<file path="src/rtl/vending_machine_multi.sv">
// Multi-product vending controller: coin credit, stock tracking, dispense and change; optional AUTO_REFUND_EN idle timeout.
// Registered outputs; a vend completes in 3 cycles after selection; no backpressure, so unacceptable coins are pulsed back via coin_reject.
module vending_machine_multi #(
  parameter int MONEY_W        = 8,
  parameter int NUM_DRINKS     = 4,
  parameter int SEL_W          = 3,
  parameter logic [NUM_DRINKS*MONEY_W-1:0] PRICES = {8'd25, 8'd20, 8'd15, 8'd10},
  parameter int STOCK_W        = 4,
  parameter int INIT_STOCK     = 5,
  parameter int MAX_CREDIT     = 200,
  parameter int TIMEOUT_CYCLES = 1000
) (
  input  logic                  clk,
  input  logic                  reset,
  input  logic [MONEY_W-1:0]    coin,
  input  logic [SEL_W-1:0]      drink_choose,
  input  logic                  cancel,
  input  logic                  restock_valid,
  input  logic [SEL_W-1:0]      restock_id,
  input  logic [STOCK_W-1:0]    restock_qty,
  output logic [MONEY_W-1:0]    total_money,
  output logic [2:0]            state,
  output logic [SEL_W-1:0]      drink_out,
  output logic                  drink_valid,
  output logic [MONEY_W-1:0]    exchange,
  output logic                  exchange_valid,
  output logic                  coin_reject,
  output logic [NUM_DRINKS-1:0] sold_out
);

  localparam logic [2:0] S_IDLE   = 3'd0;
  localparam logic [2:0] S_CREDIT = 3'd1;
  localparam logic [2:0] S_VEND   = 3'd2;
  localparam logic [2:0] S_CHANGE = 3'd3;
  localparam logic [2:0] S_REFUND = 3'd4;

  logic [2:0]         state_q, state_d;
  logic [MONEY_W-1:0] total_q, total_d;
  logic [SEL_W-1:0]   sel_q, sel_d;
  logic [MONEY_W-1:0] price_q, price_d;
  logic [SEL_W-1:0]   drink_out_q, drink_out_d;
  logic               drink_valid_q, drink_valid_d;
  logic [MONEY_W-1:0] exchange_q, exchange_d;
  logic               exchange_valid_q, exchange_valid_d;
  logic               coin_reject_q, coin_reject_d;
  logic [STOCK_W-1:0] stock_q [NUM_DRINKS];
  logic [STOCK_W-1:0] stock_d [NUM_DRINKS];

  logic [MONEY_W:0]   coin_sum;
  logic               coin_ok;
  logic               sel_hit;
  logic               sel_stock_ok;
  logic [MONEY_W-1:0] sel_price;
  logic               vend_dec;
  logic               timeout_hit;

  // Sum one bit wider than the credit so the ceiling test cannot wrap.
  assign coin_sum = {1'b0, total_q} + {1'b0, coin};
  assign coin_ok  = ((coin == MONEY_W'(1)) || (coin == MONEY_W'(5)) ||
                     (coin == MONEY_W'(10)) || (coin == MONEY_W'(50))) &&
                    (coin_sum <= (MONEY_W+1)'(MAX_CREDIT));

  always_comb begin
    sel_hit      = 1'b0;
    sel_stock_ok = 1'b0;
    sel_price    = '0;
    for (int i = 0; i < NUM_DRINKS; i++) begin
      if (drink_choose == SEL_W'(i + 1)) begin
        sel_hit      = 1'b1;
        sel_stock_ok = (stock_q[i] != '0);
        sel_price    = PRICES[i*MONEY_W +: MONEY_W];
      end
    end
  end

`ifdef AUTO_REFUND_EN
  localparam int TMR_W = $clog2(TIMEOUT_CYCLES + 1);
  logic [TMR_W-1:0] idle_cnt_q, idle_cnt_d;
  logic             inactive;

  assign inactive    = (coin == '0) && (drink_choose == '0) && !cancel;
  assign timeout_hit = (state_q == S_CREDIT) && inactive &&
                       (idle_cnt_q == TMR_W'(TIMEOUT_CYCLES - 1));
  assign idle_cnt_d  = ((state_q == S_CREDIT) && inactive && !timeout_hit) ?
                       idle_cnt_q + TMR_W'(1) : '0;

  always_ff @(posedge clk) begin
    if (reset) idle_cnt_q <= '0;
    else       idle_cnt_q <= idle_cnt_d;
  end
`else
  localparam int unused_timeout_cycles = TIMEOUT_CYCLES;
  assign timeout_hit = 1'b0;
`endif

  always_comb begin
    state_d          = state_q;
    total_d          = total_q;
    sel_d            = sel_q;
    price_d          = price_q;
    drink_out_d      = '0;
    drink_valid_d    = 1'b0;
    exchange_d       = '0;
    exchange_valid_d = 1'b0;
    coin_reject_d    = (coin != '0);
    vend_dec         = 1'b0;
    case (state_q)
      S_IDLE: begin
        if (coin_ok) begin
          total_d       = coin_sum[MONEY_W-1:0];
          coin_reject_d = 1'b0;
          state_d       = S_CREDIT;
        end
      end
      S_CREDIT: begin
        if (cancel) begin
          state_d = S_REFUND;
        end else if (coin_ok) begin
          total_d       = coin_sum[MONEY_W-1:0];
          coin_reject_d = 1'b0;
        end else if (sel_hit && sel_stock_ok && (total_q >= sel_price)) begin
          sel_d   = drink_choose;
          price_d = sel_price;
          state_d = S_VEND;
        end else if (timeout_hit) begin
          state_d = S_REFUND;
        end
      end
      S_VEND: begin
        drink_out_d   = sel_q;
        drink_valid_d = 1'b1;
        vend_dec      = 1'b1;
        state_d       = S_CHANGE;
      end
      S_CHANGE: begin
        exchange_d       = total_q - price_q;
        exchange_valid_d = 1'b1;
        total_d          = '0;
        sel_d            = '0;
        price_d          = '0;
        state_d          = S_IDLE;
      end
      S_REFUND: begin
        exchange_d       = total_q;
        exchange_valid_d = 1'b1;
        total_d          = '0;
        state_d          = S_IDLE;
      end
      default: state_d = S_IDLE;
    endcase
  end

  // Restock and vend decrement merge into one saturating update per product.
  always_comb begin
    for (int i = 0; i < NUM_DRINKS; i++) begin
      logic [STOCK_W:0] sum_v;
      sum_v = {1'b0, stock_q[i]};
      if (restock_valid && (restock_id == SEL_W'(i + 1)))
        sum_v = sum_v + {1'b0, restock_qty};
      if (vend_dec && (sel_q == SEL_W'(i + 1)) && (sum_v != '0))
        sum_v = sum_v - (STOCK_W+1)'(1);
      if (sum_v > {1'b0, {STOCK_W{1'b1}}}) stock_d[i] = {STOCK_W{1'b1}};
      else                                 stock_d[i] = sum_v[STOCK_W-1:0];
    end
  end

  always_ff @(posedge clk) begin
    if (reset) begin
      state_q          <= S_IDLE;
      total_q          <= '0;
      sel_q            <= '0;
      price_q          <= '0;
      drink_out_q      <= '0;
      drink_valid_q    <= 1'b0;
      exchange_q       <= '0;
      exchange_valid_q <= 1'b0;
      coin_reject_q    <= 1'b0;
      for (int i = 0; i < NUM_DRINKS; i++) stock_q[i] <= STOCK_W'(INIT_STOCK);
    end else begin
      state_q          <= state_d;
      total_q          <= total_d;
      sel_q            <= sel_d;
      price_q          <= price_d;
      drink_out_q      <= drink_out_d;
      drink_valid_q    <= drink_valid_d;
      exchange_q       <= exchange_d;
      exchange_valid_q <= exchange_valid_d;
      coin_reject_q    <= coin_reject_d;
      for (int i = 0; i < NUM_DRINKS; i++) stock_q[i] <= stock_d[i];
    end
  end

  always_comb begin
    for (int i = 0; i < NUM_DRINKS; i++) sold_out[i] = (stock_q[i] == '0);
  end

  assign total_money    = total_q;
  assign state          = state_q;
  assign drink_out      = drink_out_q;
  assign drink_valid    = drink_valid_q;
  assign exchange       = exchange_q;
  assign exchange_valid = exchange_valid_q;
  assign coin_reject    = coin_reject_q;

endmodule

</file>
<file path="config.mk">
export PLATFORM = sky130hd
export DESIGN_NAME = vending_machine_multi
export DESIGN_NICKNAME = d
export VERILOG_FILES = /design/src/rtl/vending_machine_multi.sv
export SDC_FILE = /design/constraint.sdc
export NUM_CORES = 1
export LEC_CHECK = 0
export BUFFER_PORTS_ARGS = -buffer_cell sky130_fd_sc_hd__buf_4
export CORE_ASPECT_RATIO = 1.1
export CORE_MARGIN = 2
export CORE_UTILIZATION = 45
export CTS_CLUSTER_DIAMETER = 100
export DETAILED_ROUTE_END_ITERATION = 7
export SYNTH_ARGS = -nofsm -noshare
export SYNTH_HDL_FRONTEND = slang
export SYNTH_SLANG_ARGS = --single-unit
</file>
<file path="constraint.sdc">
create_clock -name clk -period 3.55 [get_ports clk]
set_clock_uncertainty 0.2 [all_clocks]
set_input_delay 0.355 -clock clk [delete_from_list [all_inputs] [get_ports clk]]
set_output_delay 0.355 -clock clk [all_outputs]
set_load 0.02 [all_outputs]
</file>
==> results.toml, run 1 <==
[job]
maxCapViolations = 0

[finish]
n_antenna_cell = 0
drive_gt1_frac = 0.171
area_delta_synth_final_pct = 17.6
nFillCells = 804
nets = 566

[die]
rows = 35
coreArea_um2 = 8280
fp.dieH_um = 100
io_pins = 51
die_w_um = 91.5
die-area_um2 = 9180
initial_core_util = 0.458

[routing]
vias = 3319
ant_nets = 0
route.detailed.drc = 0
via_per_inst = 5.47
drt-initial-drc-count = 87
wl_per_cell_um = 14.7
totalWireLength_mm = 8.95
top_layer_used = "met4"
wl_met3_um = 260
met1_length_mm = 4.01
dr_wl_met2_mm = 4.56
first_pass_iters = 4

[placement]
place_hpwl_mm = 7.18
gp_congestion = 0.811
io_buffers = 50

[clocking]
cts_buffers = 5
cts.clk_slew.worst_paths_ns = 0.09
clkLatencyLatePin_ns = 0.30
cts_max_path_buffers = 2
holdBufCountCts = 0
cts_num_sinks = 49
htreeDepth = 2
cts_tree = "done"
post-cts-setup-buffers = 0
cts_root_buf = "clkbuf_8"
cts_resized = 0

[yosys]
ys_types = 59
synth_top_area_frac = 0.259
yosysWarningCount = 0
yosysSeqAreaShare = 0.259
syn_avg_cell_area_um2 = 8.64
syn_area_um2 = 3790
ys.flop_type = "dfxtp_1"
syn-num-nets = 509
synth_seq_cells = 49
ys_top_cells_by_count = "dfxtp_1, nand2_1, ha_1, nor2_1, a21oi_1"
synthTopCellsByArea = "dfxtp_1, ha_1, mux2i_1"
synth-async-reset-ratio = 0
synth_area_leader_cell = "dfxtp_1"
syn_inst = 439
yosysMostFrequentCell = "dfxtp_1"
synth-edff-count = 0

[sta]
rsz0062_at_grt = "false"
finalCritPeriodShare = 0.921
max_clock_freq_ghz = 0.306
slew_headroom = 0.456
fin_setup_tns_ns = 0
tightest_slew_ns = 0.810
min_period_ns = 3.27
hold_viol_final = 0
report.final.slew_viol_count = 0
finalSetupViolCount = 0

[hold_path]
min_path_type = "in -> reg"

[run_status]
status = "finished clean"

[power]
p_total_mw = 1.18
pwr-share-seq = 0.480
p_sw_mw = 0.313
vdd_drop_max_mv = 0.180
switching_share = 0.265
p_comb_frac = 0.190
internal_power_mw = 0.866
leakage_nw = 1.87
p_per_area_nw_per_um2 = 265
clkPwrFrac = 0.330

[grt]
grt_pass1_wl_mm = 15.5
antenna_found_initial = 0
grt_overflow = 0
grt_usage = 0.205
grt_pass1_vias = 3260
grt_max_degree = 37

[worst_setup_path]
path_class = "reg -> reg"
cp_max_fo = 5
cp-end-kind = "flip-flop"
crit_path_start_kind = "flip-flop"
critPathRequiredTime_ns = 3.54
cp.arrival_ns = 3.27
[final timing paths]
path	startpoint	to	slack [ns]	cells past startpoint
max	total_money[0]	price_q[4]	0.28	9
min	drink_choose[2]	sel_q[2]	0.14	3
max reg2reg	total_money[0]	price_q[4]	0.28	9
min reg2reg	price_q[2]	price_q[2]	0.27	2
[placed cells by master, fill, tap and decap left out, types with 3 or more instances in the layout]
cell type / n
nand3_1: 10
buf_4: 63
clkbuf_8: 5
a221oi_1: 3
ha_1: 42
fa_1: 6
a32o_1: 3
or3_1: 7
mux2_2: 7
a21oi_1: 24
inv_1: 16
nand2_1: 45
nor2b_1: 9
a31oi_1: 5
nand4_1: 3
dfxtp_1: 49
o21a_1: 3
and2_1: 3
mux2i_1: 23
o31ai_1: 3
nor3_1: 14
nand2b_1: 16
nor4b_1: 3
a22oi_1: 4
a21o_1: 20
nor2_1: 29
nor4_1: 6
xnor2_1: 14
xor2_1: 7
o211ai_1: 3
o21ai_0: 13
[sequential cells by signal, summed over array words and instances (netlist names)]
register	count
price_q	5
sel_q	3
exchange	8
total_money	8
drink_out	3
exchange_valid	1
drink_valid	1
coin_reject	1
stock_q	16
state	3
[routing by layer]
| layer | global-route usage | up-vias |
|---|---|---|
| met5 | 0 | - |
| met4 | 0.0548 | 0 |
| met3 | 0.0300 | 9 |
| met2 | 0.369 | 44 |
| met1 | 0.255 | 1554 |
| li1 | - | 1712 |
[power by group through the flow]
| stage | logic, mW | clock network [mW] | registers (mW) |
|---|---|---|---|
| after floorplan | 0.156 | 0 | 0.580 |
| after global placement | 0.218 | 0 | 0.579 |
| after detailed placement | 0.224 | 0 | 0.579 |
| after CTS | 0.225 | 0.405 | 0.566 |
| after global routing | 0.254 | 0.424 | 0.567 |
| final | 0.224 | 0.389 | 0.566 |
[critical path, stage by stage, from the launching register on]
cell	delay, ns
dfxtp_1	0.33
ha_1	0.21
fa_1	0.40
a21o_1	0.19
a221oi_1	0.43
xnor2_1	0.25
a311oi_4	0.19
or3_4	0.45
or2_1	0.28
a32o_1	0.25
[stage by stage]
stage,utilization,hold WS (ns),area [um2],setup WS [ns],instances
after floorplan,-,0.235,3790,0.306,439
after detailed placement,0.526,0.256,4350,0.0978,600
after global placement,0.526,0.252,4350,0.180,600
after CTS,0.538,0.131,4460,0.271,607
final,0.538,0.137,4460,0.280,607
after global routing,0.538,0.159,4460,0.0893,607
[logic make-up after synthesis]
| kind of cell | synth area share |
|---|---|
| AO/OA/AOI/OAI | 0.179 |
| adder cells (fa/ha/maj) | 0.170 |
| AND/OR/NAND/NOR | 0.233 |
| flip-flops | 0.259 |
| XOR/XNOR | 0.0485 |
| buffers and inverters | 0.0290 |
| multiplexers | 0.0815 |
[layout make-up]
type | count | area, um2 | share of cell area
multi-input cells | 361 | 2700 | 0.606
flip-flops and latches | 49 | 981 | 0.220
repair buffers | 63 | 473 | 0.106
well taps | 111 | 139 | 0.0312
clock buffers | 5 | 68.8 | 0.0154
inverters | 16 | 60.1 | 0.0135
clock inverters | 2 | 35.0 | 0.00786
No activity file was read; power rests on OpenSTA's default activity.
==> run 2, diff against run 1 <==
==> constraint.sdc (replaced) <==
create_clock -name clk -period 3.55 [get_ports clk]
set_clock_uncertainty 0.2 [all_clocks]
set_input_delay 0.1775 -clock clk [delete_from_list [all_inputs] [get_ports clk]]
set_output_delay 0.1775 -clock clk [all_outputs]
set_load 0.02 [all_outputs]
==> run 2 against run 1 <==
Hold slack got worse by 0.12 ns; first-iteration DRC count rose by 4.6%; final cell count rose by 0.16%; total power rose by 0.56%; critical path depth rose by 2; flip-flop and latch count did not move; clock power rose by 1%; global-route usage fell by 0.36 points; register-to-register slack improved by 0.02 ns; cell area rose by 0.48%; sequential power barely moved; routed wire length fell by 1.1%; highest routed layer unchanged.
==> results.toml, run 2 (same netlist as run 1, synthesis figures left out) <==
[placement]
gp_congestion = 0.828
place_hpwl_mm = 7.01
pre_cts_ws_ns = 0.224
placed_cells_incl_taps = 598
io_buffers = 50

[worst_setup_path]
path_class = "reg -> reg"
cp-end-kind = "flip-flop"
cp.arrival_ns = 3.28
reg2reg_depth = 11
reg2reg_from = "total_money[0]"
crit_path_top_delay_cell = "a311oi_4"
cp-startpoint = "total_money[0]"
worstPathCellList = "ha_1 -> fa_1 -> a21o_1 -> a221oi_2 -> nor2b_1 -> o21a_1 -> a311oi_4 -> a21oi_2 -> o31ai_4 -> buf_4 -> mux2i_1"
critPathRequiredTime_ns = 3.58
crit_path_start_kind = "flip-flop"
max_stage_delay_ns = 0.47
cp_max_fo = 8

[grt]
grt_usage = 0.201
grt_pass1_vias = 3204
antenna_found_initial = 0
gr-usage-met3 = 0.0263
gr-usage-met2 = 0.370
grt_pass1_wl_mm = 15.2
grt_util_met1 = 0.254
grt_overflow = 0
grt_most_used_layer = "met2"
grt_max_degree = 37

[sta]
fin_setup_tns_ns = 0
slew_headroom = 0.432
tightest_slew_ns = 0.845
report.final.slew_viol_count = 0
holdWs_ns = 0.0154
finalSetupViolCount = 0
rsz0062_at_grt = "false"
hold_viol_final = 0
worst_slack_ns = 0.295
max_clock_freq_ghz = 0.307
min_period_ns = 3.26
finalCritPeriodShare = 0.917

[die]
die_w_um = 91.5
die-area_um2 = 9180
fp.dieH_um = 100
initial_core_util = 0.458
rows = 35
coreArea_um2 = 8280
io_pins = 51

[finish]
multi_input_area_um2 = 2710
n_antenna_cell = 0
final_common_cell = "buf_4"
instances_no_fill = 608
largest_reg_flops = 16
regArea_um2 = 981
drive_gt1_frac = 0.169
final_cell_mix = "buf_4, dfxtp_1, nand2_1"
nets = 567
nFillCells = 776
area_delta_synth_final_pct = 18.1
regMostFlops = "stock_q"

[routing]
drt-initial-drc-count = 91
wl_per_cell_um = 14.6
via_per_inst = 5.41
route.detailed.drc = 0
totalWireLength_mm = 8.85
ant_nets = 0
vias = 3290
first_pass_iters = 4

[power]
p_total_mw = 1.19
vdd_drop_max_mv = 0.190
p_per_area_nw_per_um2 = 265
leakage_nw = 1.88

[clocking]
clkLatencyLatePin_ns = 0.30
cts_buffers = 5
cts.clk_slew.worst_paths_ns = 0.09
cts_root_buf = "clkbuf_8"
htreeDepth = 2
cts_max_path_buffers = 2
cts_num_sinks = 49
cts_tree = "done"

[hold_path]
hold_depth = 3
min_path_type = "in -> reg"
hold_path_startpoint = "drink_choose[1]"

[run_status]
status = "finished clean"

[job]
maxCapViolations = 0
==> run 2: changes by cell type in the layout (fill, tap and decap cells not counted), sizes merged <==
cell | before | now
buf | 63 | 61
dlygate4sd3 | 0 | 3
==> run 2: area by class of cell <==
cell class | instances | area share
tap | 111 | 0.0310
multi-input combinational | 361 | 0.604
clock inverter | 2 | 0.00782
sequential | 49 | 0.219
clock buffer | 5 | 0.0154
timing repair buffer | 64 | 0.109
inverter | 16 | 0.0134
==> run 2: what timing repair did <==
action,4_1_cts,5_1_grt
setup buffers,0,0
hold buffers,3,0
gates resized for setup,0,1
setup endpoints to repair,0,9
endpoints found under the hold margin,3,0
==> run 2: worst max-delay path, delay by kind of cell (launching register included) <==
kind            cells  cell delay, ns
compound gates      6            1.49
fa+ha+maj           2            0.62
buf+inv             1            0.22
mux                 1            0.20
simple gates        1            0.08
flops               1            0.36
==> run 2: final timing paths <==
path	slack, ns	endpoint
hold / removal	0.02	price_q[2]
setup reg to reg	0.29	total_money[1]
setup / recovery	0.29	total_money[1]
hold reg to reg	0.26	price_q[2]
==> run 2: per-stage QoR <==
stage                     cell area (um2)   util
after floorplan                      3790      -
after global placement               4340  0.524
after detailed placement             4340  0.524
after CTS                            4470  0.540
after global routing                 4480  0.541
final                                4480  0.541
==> run 2: layer usage <==
metal | routed length [um] | vias to the layer above
met5 | 0 | -
met4 | 49 | 0
met3 | 240 | 5
met2 | 4520 | 47
met1 | 4040 | 1525
li1 | - | 1713
==> run 2: report_power, final <==
group	leakage [nW]	switching, mW	total, mW	internal [mW]
Clock	0.0540	0.188	0.394	0.205
Combinational	1.43	0.121	0.226	0.105
Sequential	0.396	0.00784	0.566	0.558
Total	1.88	0.317	1.19	0.868
==> run 3, diff against run 2 <==
--- a/config.mk
+++ b/config.mk
@@ -11,6 +11,7 @@
 export CORE_UTILIZATION = 45
 export CTS_CLUSTER_DIAMETER = 100
 export DETAILED_ROUTE_END_ITERATION = 7
+export RECOVER_POWER = 100
 export SYNTH_ARGS = -nofsm -noshare
 export SYNTH_HDL_FRONTEND = slang
 export SYNTH_SLANG_ARGS = --single-unit
==> run 3 against run 2 <==
Count of clock-buffer cells in the layout is the same; highest routed layer unchanged; hold slack about the same; register-to-register slack barely moved; core utilization shrank 1.5 points; clock power about the same; fmax grew 0.16%; cell area shrank 2.7%; combinational power shrank 2%.
==> results.toml, run 3 (same netlist as run 1, synthesis figures left out) <==
[run_status]
status = "finished clean"

[finish]
final_common_cell = "dfxtp_1"
regMostFlops = "stock_q"
nets = 567
final_cell_mix = "dfxtp_1, nand2_1, ha_1"
area_delta_synth_final_pct = 14.9
n_antenna_cell = 0
finish.utilization = 0.526
drive_gt1_frac = 0.109
largest_reg_flops = 16

[worst_setup_path]
cp_max_fo = 6
cp-end-kind = "flip-flop"
reg2reg_depth = 9
path_class = "reg -> reg"
critPathRequiredTime_ns = 3.54
reg2reg_from = "total_money[0]"
cp.arrival_ns = 3.24
rr_endpoint = "sel_q[0]"
crit_path_start_kind = "flip-flop"
r2r_setup_slack_ns = 0.30

[die]
die_w_um = 91.5
io_pins = 51
die-area_um2 = 9180
rows = 35
fp.dieH_um = 100
initial_core_util = 0.458
coreArea_um2 = 8280

[sta]
finalSetupViolCount = 0
report.final.slew_viol_count = 0
rsz0062_at_grt = "false"
fin_setup_tns_ns = 0
hold_viol_final = 0
min_period_ns = 3.25
max_clock_freq_ghz = 0.308
tightest_slew_ns = 0.861
finalCritPeriodShare = 0.915
slew_headroom = 0.422
holdWs_ns = 0.0151

[grt]
gr-usage-met3 = 0.0263
grt_max_degree = 37
grt_util_met1 = 0.254
gr-usage-met2 = 0.370
grt_pass1_wl_mm = 15.2
grt_pass1_vias = 3204
antenna_found_initial = 0
grt_usage = 0.201
grt_most_used_layer = "met2"
grt_overflow = 0

[clocking]
htreeDepth = 2
cts_max_path_buffers = 2
cts_root_buf = "clkbuf_8"
clkLatencyLatePin_ns = 0.30
cts_buffers = 5
post-cts-setup-buffers = 0
cts_num_sinks = 49
cts.clk_slew.worst_paths_ns = 0.09
cts_tree = "done"

[placement]
io_buffers = 50
gp_congestion = 0.828
place_hpwl_mm = 7.01

[routing]
wl_per_cell_um = 14.5
via_per_inst = 5.41
route.detailed.drc = 0
totalWireLength_mm = 8.82
drt-initial-drc-count = 103
ant_nets = 0
vias = 3290
first_pass_iters = 4

[power]
leakage_nw = 1.75
p_per_area_nw_per_um2 = 271
vdd_drop_max_mv = 0.189

[job]
maxCapViolations = 0

[hold_path]
min_path_type = "in -> reg"
whs_endpoint = "sel_q[1]"
hold_path_startpoint = "drink_choose[1]"
hold_depth = 3
run 3: power by group:
group,leakage [nW],switching (mW),internal [mW]
clock network,0.0540,0.187,0.205
logic,1.30,0.120,0.103
registers,0.396,0.00775,0.558
total,1.75,0.314,0.866
run 3: critical path: stages (launching register included):
cell,delay [ns]
dfxtp_1,0.36
ha_1,0.22
fa_1,0.40
a21o_1,0.20
a221oi_2,0.32
xnor2_1,0.23
a311oi_4,0.20
or3_1,0.47
or2_0,0.30
a32o_1,0.26
run 3: layer usage:
metal  share of wire  up-vias  wire length (um)
met5               0        -                 0
met4          0.0062        0                55
met3           0.027        5               234
met2            0.51       46              4530
met1            0.45     1527              4000
li1                -     1712                 -
run 3: layout make-up:
type                            count  area [um2]
Clock inverter                      2        35.0
Tap cell                          111         139
Sequential cell                    49         981
Clock buffer                        5        68.8
Multi-Input combinational cell    361        2690
Inverter                           16        60.1
Fill cell                         813        3920
Timing Repair Buffer               64         379
run 3: what timing repair did:
action / 4_1_cts / 5_1_grt
hold endpoints to repair: 3 / 0
resized for setup: 0 / 1
hold buffers: 3 / 0
endpoints found under the setup margin: 0 / 9
run 3: worst max-delay path by stage:
stage,slack [ns],endpoint,startpoint
6_report,0.30,sel_q[0],total_money[0]
3_3_place_gp,0.30,total_money[6],total_money[0]
2_1_floorplan,0.31,total_money[0],total_money[0]
5_1_grt,0.08,state[0],total_money[0]
4_1_cts,0.19,total_money[1],total_money[0]
3_5_place_dp,0.22,total_money[1],total_money[0]
run 3: stage by stage:
step / instances / area [um2] / worst slack (ns) / power (mW)
detailed placement: 598 / 4340 / 0.224 / 0.801
global placement: 598 / 4340 / 0.301 / 0.796
CTS: 608 / 4470 / 0.187 / 1.20
global route: 608 / 4360 / 0.0772 / 1.25
floorplan: 439 / 3790 / 0.306 / 0.735
finish: 608 / 4360 / 0.300 / 1.18
